[src/rtl/counter_pkg.sv]
// Shared types and elaboration-time helpers for the modulo counter and its prescaler.
package counter_pkg;

    typedef enum logic {
        MODE_WRAP     = 1'b0,
        MODE_SATURATE = 1'b1
    } count_mode_e;

    // A one-bit prescaler register is kept even for PRESCALE=1 so the port widths stay legal.
    function automatic int prescale_width(input int prescale);
        return (prescale <= 1) ? 1 : $clog2(prescale);
    endfunction

    function automatic bit params_ok(input int n, input int modulus, input int prescale);
        return (n >= 1) && (n <= 31) && (modulus >= 2) && (modulus <= (1 << n)) && (prescale >= 1);
    endfunction

endpackage

[src/rtl/tick_prescaler.sv]
// Counts enabled cycles and emits a tick on the last cycle of each PRESCALE-long interval.
module tick_prescaler
    import counter_pkg::*;
#(
    parameter int PRESCALE = 1
) (
    input  logic clk,
    input  logic reset_n,
    input  logic en,
    input  logic clr,
    output logic tick
);

    localparam int W = prescale_width(PRESCALE);
    localparam logic [W-1:0] LAST = W'(PRESCALE - 1);

    logic [W-1:0] cnt_q;
    logic [W-1:0] cnt_d;

    assign tick = en && (cnt_q == LAST);

    always_comb begin
        cnt_d = cnt_q;
        if (clr) begin
            cnt_d = '0;
        end else if (en) begin
            cnt_d = tick ? '0 : cnt_q + W'(1);
        end
    end

    always_ff @(posedge clk or negedge reset_n) begin
        if (!reset_n) begin
            cnt_q <= '0;
        end else begin
            cnt_q <= cnt_d;
        end
    end

endmodule

[src/rtl/mod_counter.sv]
// Up/down modulo counter with wrap or saturate at the boundary, clamped load and a prescaled step.
module mod_counter
    import counter_pkg::*;
#(
    parameter int N        = 3,
    parameter int MODULUS  = 2**N,
    parameter int SATURATE = 0,
    parameter int PRESCALE = 1
) (
    input  logic         clk,
    input  logic         reset_n,
    input  logic         en,
    input  logic         up,
    input  logic         load,
    input  logic [N-1:0] load_val,
    output logic [N-1:0] count,
    output logic         tc,
    output logic         ovf
);

    if (!params_ok(N, MODULUS, PRESCALE)) begin : g_param_err
        $error("mod_counter: illegal parameters N=%0d MODULUS=%0d PRESCALE=%0d", N, MODULUS, PRESCALE);
    end

    localparam logic [N-1:0] MAX_VAL = N'(MODULUS - 1);
    localparam count_mode_e  MODE    = (SATURATE != 0) ? MODE_SATURATE : MODE_WRAP;

    logic [N-1:0] count_q;
    logic [N-1:0] count_d;
    logic         ovf_q;
    logic         ovf_d;
    logic         tick;
    logic         step;

    // Load clears the prescaler so a fresh interval starts from the loaded value.
    tick_prescaler #(
        .PRESCALE (PRESCALE)
    ) u_prescaler (
        .clk     (clk),
        .reset_n (reset_n),
        .en      (en),
        .clr     (load),
        .tick    (tick)
    );

    assign step  = en & tick;
    assign count = count_q;
    assign ovf   = ovf_q;
    assign tc    = up ? (count_q == MAX_VAL) : (count_q == '0);

    always_comb begin
        count_d = count_q;
        ovf_d   = 1'b0;
        if (load) begin
            count_d = (load_val > MAX_VAL) ? MAX_VAL : load_val;
        end else if (step) begin
            if (up) begin
                if (count_q == MAX_VAL) begin
                    ovf_d = 1'b1;
                    if (MODE == MODE_WRAP) begin
                        count_d = '0;
                    end
                end else begin
                    count_d = count_q + N'(1);
                end
            end else begin
                if (count_q == '0) begin
                    ovf_d = 1'b1;
                    if (MODE == MODE_WRAP) begin
                        count_d = MAX_VAL;
                    end
                end else begin
                    count_d = count_q - N'(1);
                end
            end
        end
    end

    always_ff @(posedge clk or negedge reset_n) begin
        if (!reset_n) begin
            count_q <= '0;
            ovf_q   <= 1'b0;
        end else begin
            count_q <= count_d;
            ovf_q   <= ovf_d;
        end
    end

endmodule

[config.mk]
export PLATFORM = sky130hd
export DESIGN_NAME = mod_counter
export DESIGN_NICKNAME = d
export VERILOG_FILES = /design/src/rtl/counter_pkg.sv /design/src/rtl/tick_prescaler.sv /design/src/rtl/mod_counter.sv
export SDC_FILE = /design/constraint.sdc
export NUM_CORES = 1
export LEC_CHECK = 0
export ABC_AREA = 1
export CORE_AREA = 2 2 39 41
export CTS_BUF_LIST = sky130_fd_sc_hd__clkbuf_4 sky130_fd_sc_hd__clkbuf_8
export CTS_CLUSTER_SIZE = 14
export DETAILED_ROUTE_END_ITERATION = 8
export DIE_AREA = 0 0 41 43
export PLACE_DENSITY_LB_ADDON = 0.25
export SKIP_LAST_GASP = 1
export SYNTH_ARGS = -nofsm -noshare
export SYNTH_HDL_FRONTEND = slang
export SYNTH_SLANG_ARGS = --single-unit
[constraint.sdc]
create_clock -name clk -period 1.6 [get_ports clk]
set_clock_uncertainty 0.15 [all_clocks]
set_input_delay 0.16 -clock clk [delete_from_list [all_inputs] [get_ports clk]]
set_output_delay 0.16 -clock clk [all_outputs]
set_load 0.02 [all_outputs]
==> reports/results.txt <==
Status - finished, final reports clean
Mapped Nets - 59
Routability cong. - 0.612
Yosys Warn Count - 0
Pins Over Slew Limit - 0
Largest net degree at the start of global routing - 7
CP endpoint kind - primary output
Clock buffer depth - 2
Drt drc - 0
DR iter-0 viols - 2
Port Buf Inserts - 12
Final setup viols - 0
Share of layout cells above drive strength 1 - 24.3%
Clk root buf - clkbuf_4
CTS Buf Count - 3
Synth async-reset ratio - 100%
CP Class - flip-flop to primary output
Die W - 41 um
Post-synth top cells - nand2_1 (17), nor2_1 (9), dfrtp_1 (5)
Final worst-path cycle share - 98.4%
Sequential share of the synthesized area - 36.6%
Antenna violations before repair - 0
First-pass GRT wire length - 1270 um
Main flop type after synthesis - dfrtp_1
Number of synthesized flops with an enable pin - 0
Die area - 1760 um2
P&R area growth vs syn - 72.2%
Yosys reg bits - 5
RSZ-0062 raised after global routing - yes
Via count - 352
Top cell type by total area after synthesis - dfrtp_1
Nets - 83
First-pass DRT Iterations - 4
Worst relative slew slack - 83.9%
Starting density of the core - 24.7%
Final ANT Viol Nets - 0
Routed WL - 827 um
Die height - 43 um
HPWL after DPL - 654 um
Fillcell total - 157
Fmax - 0.635 GHz
Setup crit start kind - flip-flop
Cell Rows - 14
Worst-path maximum fanout - 4
Count leader, synth - nand2_1
Core area - 1380 um2
Worst slew pin tran - 0.240 ns
Arr. time, crit path - 1.26 ns
# IOs - 13
Cell count after synthesis - 47
CTS tree - built
LEAKAGE - 0.301 nW
ANT cells - 0
GRT Total Usage - 11.7%
Setup TNS - 0 ns
H-tree levels - 1
Synthesized cell area - 342 um2
WL/cell - 9.62 um
Clk_lat worst skew - 0.24 ns
CP Data Required Time - 1.29 ns
Final Hold Vio Count - 0
Ranking of synthesized cells by area - dfrtp_1 (37%), nand2_1 (19%), ha_1 (15%)
Max-cap violation count - 0
Grt total ovfl - 0
Via/cell ratio - 4.09
Final min period - 1.57 ns
Worst hold path class - flip-flop to flip-flop
Clock sink count - 5
Pre-CTS setup slack - -0.172 ns
Clock-pin slew on the worst setup and hold paths - 0.04 ns
Share of the synthesized area in the top cell type - 36.6%
Final worst setup slack - 0.0262 ns
Post-CTS setup buffers - 0
Peak supply drop - 0.379 mV
Avg Inst Size Synth - 7.27 um2
Yosys cell types - 11
Pwr dens - 907 nW/um2
Number of global-route vias before repair - 326
## critical path, stage by stage, from the launching register on
cell     delay (ns)
dfrtp_1        0.41
ha_2           0.22
ha_4           0.16
nand2_2        0.06
nand2_2        0.06
buf_6          0.13
## kinds of logic (layout without fill, tap and decap cells)
group	count (synthesis)	in the layout	share of synthesized area, %
buffers and inverters	5	28	5.49
XOR/XNOR	1	1	2.56
adder cells (fa/ha/maj)	4	4	14.7
flip-flops	5	5	36.6
AO/OA/AOI/OAI	3	3	7.69
AND/OR/NAND/NOR	29	29	33.0
## cells in the final DEF (no fill, tap or decap)
cell and n:
nor2_1 9, buf_6 1, buf_4 6, a21oi_4 1, clkbuf_4 4, a21oi_1 2
nand2_1 15, xor2_1 1, nor3_1 1, nand2_2 2, dlygate4sd3_1 1, inv_2 1
ha_2 1, dlymetal6s2s_1 1, ha_4 1, dlygate4sd2_1 2, nand3_1 2, inv_1 4
clkdlybuf4s50_1 8, ha_1 2, dfrtp_1 5
## routing by layer
| metal | wire length, um | track usage [%] | vias up |
|---|---|---|---|
| li1 | - | - | 191 |
| met4 | 10 | 12.0 | 0 |
| met1 | 342 | 12.8 | 155 |
| met5 | 0 | 0 | - |
| met3 | 19 | 3.14 | 2 |
| met2 | 455 | 16.6 | 4 |
## what timing repair did
| action | in CTS | in global routing |
|---|---|---|
| resized for setup | 6 | 8 |
| endpoints found under the setup margin | 3 | 2 |
| hold buffers | 1 | 0 |
| pin swaps | 0 | 3 |
| hold endpoints to repair | 5 | 0 |
## through the flow
stage	hold WS, ns	utilization, %	power [mW]	std cells	cell area (um2)
2_1_floorplan	-0.286	-	0.254	47	342
3_3_place_gp	0.247	38.1	0.362	81	527
3_5_place_dp	0.251	38.1	0.365	81	527
4_1_cts	0.404	40.4	0.527	86	559
5_1_grt	0.444	42.5	0.581	86	588
6_report	0.401	42.5	0.534	86	588
## power by group
part,internal (mW),total [mW],switching (mW)
logic,0.113,0.216,0.103
clock network,0.111,0.159,0.0481
registers,0.141,0.158,0.0171
total,0.365,0.534,0.168
## flip-flops by register name, summed over array words and instances (netlist names)
register and flops:
count 3, u_prescaler.cnt_q 1, ovf 1
## layout make-up
class / instances / area (um2) / area share, %
clock buffers: 4 / 30.0 / 5.11
repair buffers: 19 / 176 / 30.0
inverters: 5 / 18.8 / 3.19
well taps: 16 / 20.0 / 3.40
multi-input cells: 37 / 218 / 37.0
flip-flops and latches: 5 / 125 / 21.3
## worst paths after layout
path / startpoint / to / slack (ns) / depth (start not counted)
worst min-delay path: count[1] / count[1] / 0.40 / 2
max in group asynchronous: reset_n / count[1] / 0.56 / 2
worst max-delay path: count[1] / tc / 0.03 / 5
worst min register to register: count[1] / count[1] / 0.40 / 2
min in group asynchronous: reset_n / ovf / 0.55 / 2
worst max register to register: count[1] / count[2] / 0.21 / 6
Power figures use the tool's default switching activity.
